`src/rtl/bus_arbiter_pkg.sv`:
```
// Shared bus definitions: arbiter state encodings, master-select
// encoding and the slave address map used by decoder and bus muxes.
package bus_arbiter_pkg;

    typedef enum logic [1:0] {
        IDLE   = 2'b00,
        GRANT0 = 2'b01,
        GRANT1 = 2'b10
    } state_t;

    // Master-select encoding driven onto the bus muxes.
    localparam logic SEL_M0 = 1'b0;
    localparam logic SEL_M1 = 1'b1;

    // Slave address map.
    localparam logic [7:0] S0_BASE  = 8'h00;
    localparam logic [7:0] S1_BASE  = 8'h20;
    localparam logic [7:0] WIN_SIZE = 8'h20;

    // Burst counter width; a single-cycle burst still needs one bit.
    function automatic int cnt_width(input int n);
        return (n > 1) ? $clog2(n) : 1;
    endfunction

endpackage

```
`src/rtl/bus_arbiter.sv`:
```
// Two-master round-robin bus arbiter with a burst limit.
// Ports: clk, reset (sync, active-high), m0_req, m1_req in;
//        m0_grant, m1_grant, m_sel, busy out (from state only).
module bus_arbiter
    import bus_arbiter_pkg::*;
#(
    parameter int MAX_BURST = 4
) (
    input  logic clk,
    input  logic reset,
    input  logic m0_req,
    input  logic m1_req,
    output logic m0_grant,
    output logic m1_grant,
    output logic m_sel,
    output logic busy
);

    localparam int CNT_W = cnt_width(MAX_BURST);
    localparam logic [CNT_W-1:0] CNT_MAX =
        CNT_W'(MAX_BURST - 1);

    state_t           state;
    state_t           state_nx;
    logic             last;
    logic [CNT_W-1:0] burst_cnt;

    logic at_limit;
    assign at_limit = (burst_cnt == CNT_MAX);

    always_comb begin
        state_nx = state;
        unique case (state)
            IDLE: begin
                unique case (1'b1)
                    (m0_req && !m1_req): state_nx = GRANT0;
                    (!m0_req && m1_req): state_nx = GRANT1;
                    // Tie goes to whoever was not served last.
                    (m0_req && m1_req):
                        state_nx = (last == SEL_M1) ? GRANT0
                                                    : GRANT1;
                    default: state_nx = IDLE;
                endcase
            end
            GRANT0: begin
                if (!m0_req)
                    state_nx = m1_req ? GRANT1 : IDLE;
                else if (m1_req && at_limit)
                    state_nx = GRANT1;
            end
            GRANT1: begin
                if (!m1_req)
                    state_nx = m0_req ? GRANT0 : IDLE;
                else if (m0_req && at_limit)
                    state_nx = GRANT0;
            end
            default: state_nx = IDLE;
        endcase
    end

    // The counter runs during solo ownership too, so a long
    // owner saturates and yields as soon as a competitor appears.
    always_ff @(posedge clk) begin
        if (reset) begin
            state     <= IDLE;
            last      <= SEL_M1;
            burst_cnt <= '0;
        end else begin
            state <= state_nx;
            if (state_nx != state) begin
                burst_cnt <= '0;
                if (state_nx == GRANT0)
                    last <= SEL_M0;
                else if (state_nx == GRANT1)
                    last <= SEL_M1;
            end else if (state != IDLE && !at_limit) begin
                burst_cnt <= burst_cnt + CNT_W'(1);
            end
        end
    end

    // IDLE parks the bus on master 0.
    assign m0_grant = (state == GRANT0);
    assign m1_grant = (state == GRANT1);
    assign m_sel    = m1_grant ? SEL_M1 : SEL_M0;
    assign busy     = m0_grant | m1_grant;

endmodule

```
`config.mk`:
```
export PLATFORM = sky130hd
export DESIGN_NAME = bus_arbiter
export DESIGN_NICKNAME = d
export VERILOG_FILES = /design/src/rtl/bus_arbiter_pkg.sv /design/src/rtl/bus_arbiter.sv
export SDC_FILE = /design/constraint.sdc
export NUM_CORES = 1
export LEC_CHECK = 0
export CORE_AREA = 2 2 39 41
export CTS_CLUSTER_SIZE = 28
export DETAILED_ROUTE_END_ITERATION = 8
export DIE_AREA = 0 0 41 43
export PLACE_DENSITY_LB_ADDON = 0.12
export SLEW_MARGIN = 20
export SYNTH_ARGS = -nofsm -noshare
export SYNTH_HDL_FRONTEND = slang
export SYNTH_SLANG_ARGS = --single-unit
```
`constraint.sdc`:
```
create_clock -name clk -period 4.3 [get_ports clk]
set_clock_uncertainty 0.1 [all_clocks]
set_input_delay 1.075 -clock clk [delete_from_list [all_inputs] [get_ports clk]]
set_output_delay 1.075 -clock clk [all_outputs]
set_load 0.01 [all_outputs]
```
==> out/summary.txt <==
Hold-fix buffer count after cts: 0
DRT Pass-1 Iters: 4
Clock Latency Late Sink: 0.23 ns
Initial Util: 0.325
VDD IR-drop max: 0.202 mV
Routed WL: 860 um
Hold Fails Final Rpt: 0
Area delta synth->final: 24.2%
Pwr Total: 180 uW
PD cells: 322 nW/um2
Critical Path Source Type: input port
CP max stage delay: 0.57 ns
Post-detail-place hpwl: 681 um
Max-slew headroom: 0.721
DRC Markers: 0
Post-cts sizing count: 0
DIE WIDTH: 41 um
Arr. time, crit path: 3.40 ns
Crit path max fanout: 6
Unrepaired setup endpoints after global routing: no
Vias per Instance: 5.30
Buffers and inverters on the worst path: 1
Max cap viols: 0
H-tree levels: 1
CTS max path bufs: 2
GPL Wtd Cong: 0.735
Number of port buffers: 7
Data required, critical path: 4.37 ns
Period minus WS final: 3.33 ns
Via count: 419
Cells along the critical path: clkdlybuf4s50_1, a21boi_2, o21ai_1, a31o_4, ha_1, nand3b_1, o41ai_1, a2111oi_2, mux2i_1
Root Buffer: clkbuf_4
Register area share after synthesis: 0.223
Die area: 1760 um2
Num rows: 14
Total GRT Usage: 0.113
Number of diodes: 0
Clock transition at the registers of the reported paths: 0.04 ns
Mean post-synth cell area: 8.48 um2
Kind of critical path: input port to flop
GRT overflow: 0
Synthesized netlist cell count: 53
Final cell count without fillers: 79
Final setup fails: 0
Post-synthesis cell type count: 26
Fillers: 148
Period Utilization, post-route: 0.774
Num CTS Buffers: 3
Slew Limit Fails: 0
Synth top area share: 0.223
Largest net degree at the start of global routing: 9
Placeable Area: 1380 um2
Util after Layout: 0.403
Drt first-iter violations: 13
Area leader, netlist: dfxtp_1
IO Count: 8
Dominant cells by area after synthesis: dfxtp_1, ha_1, mux2i_1, nand2_1, nor2_1
Nets: 74
Layout cells sized above 1: 0.111
Yosys reg bits: 5
Clock Sinks: 5
Yosys warning count: 0
Post-CTS Setup Inserts: 0
Post-Route Setup TNS: 0 ns
First-pass GRT wire length: 1320 um
Post-synth net total: 63
LEAKAGE: 0.220 nW
Final ANT Viol Nets: 0
Top Family by Delay on Critical Path: compound AO/OA/AOI/OAI gates
DR WL/cell: 10.9 um
Vias in the first global route: 315
Initial antenna violation count: 0
Outcome: complete, no violations
Min-Delay Path Class: flop to flop
CP Capture Type: flop
Placed Instances: 75
DIE HEIGHT: 43 um
Cell area after synthesis: 449 um2
Slowest stage cell on the critical path: clkdlybuf4s50_1
Highest clock rate: 300 MHz
TritonCTS clock tree: built
Worst-Margin Slew: 0.417 ns
-- tightest hold or removal path, stage by stage (launching register included) --
cell	delay, ns
dfxtp_1	0.31
nor2_1	0.10
mux2i_1	0.07
-- report_power, final --
group / switching [mW] / internal (mW)
logic: 0.0346 / 0.0366
clock network: 0.0168 / 0.0349
registers: 0.00544 / 0.0511
total: 0.0568 / 0.123
-- logic make-up after synthesis --
kind of cell	synth area share
buf+inv	0.0501
xor+xnor	0.0390
mux	0.0446
simple gates	0.203
flops	0.223
fa+ha+maj	0.167
compound gates	0.273
-- metrics by stage --
stage	worst slack, ns	hold slack [ns]	cell area (um2)
6_report	0.970	0.435	558
5_1_grt	0.891	0.458	558
4_1_cts	0.988	0.442	558
3_5_place_dp	0.748	0.432	532
3_3_place_gp	0.712	0.428	532
2_1_floorplan	1.49	0.400	449
-- Yosys cell counts --
library cell / count
a2111oi_1: 1
a2111oi_2: 1
a21boi_0: 1
a21boi_2: 1
a21oi_1: 2
a22oi_1: 1
a31o_4: 1
a32o_2: 1
and2_1: 1
buf_4: 1
dfxtp_1: 5
ha_1: 6
inv_1: 4
mux2i_1: 2
nand2_1: 5
nand3_1: 1
nand3b_1: 1
nand4_1: 1
nor2_1: 5
nor2b_1: 2
nor3_1: 2
nor4_1: 1
o21ai_1: 3
o311ai_1: 1
o41ai_1: 1
xnor2_1: 2
-- flip-flops by register name, summed over array words and instances, names as in the netlist --
name       cells
burst_cnt      2
last           1
state          2
-- layer usage --
layer | GRT usage | up-vias | routed length (um)
li1 | - | 217 | -
met1 | 0.146 | 187 | 428
met2 | 0.153 | 15 | 372
met3 | 0.0471 | 0 | 59
met4 | 0.0600 | 0 | 0
met5 | 0 | - | 0
-- final timing paths --
check	from	to	slack (ns)	depth (start not counted)
setup / recovery	m1_req	last$_SDFFE_PP1P_	0.97	9
hold / removal	last$_SDFFE_PP1P_	last$_SDFFE_PP1P_	0.44	2
setup reg to reg	state[0]$_SDFF_PP0_	last$_SDFFE_PP1P_	1.55	11
hold reg to reg	last$_SDFFE_PP1P_	last$_SDFFE_PP1P_	0.44	2
-- layout make-up --
| cell class | count | area [um2] | share of cell area |
|---|---|---|---|
| Timing Repair Buffer | 7 | 70.1 | 0.126 |
| Tap cell | 16 | 20.0 | 0.0359 |
| Sequential cell | 5 | 100 | 0.179 |
| Inverter | 4 | 15.0 | 0.0269 |
| Clock buffer | 4 | 26.3 | 0.0471 |
| Multi-Input combinational cell | 43 | 327 | 0.585 |
-- layout by cell type (no fill, tap or decap), types with 2 or more instances in the layout --
master,Yosys,layout
inv_1,4,4
nand2_1,5,5
dfxtp_1,5,5
nor2b_1,2,2
a21oi_1,2,2
clkdlybuf4s50_1,0,7
nor3_1,2,2
nor2_1,5,5
xnor2_1,2,2
o21ai_1,3,3
clkbuf_4,0,3
mux2i_1,2,2
ha_1,6,6
Power figures use the tool's default switching activity.
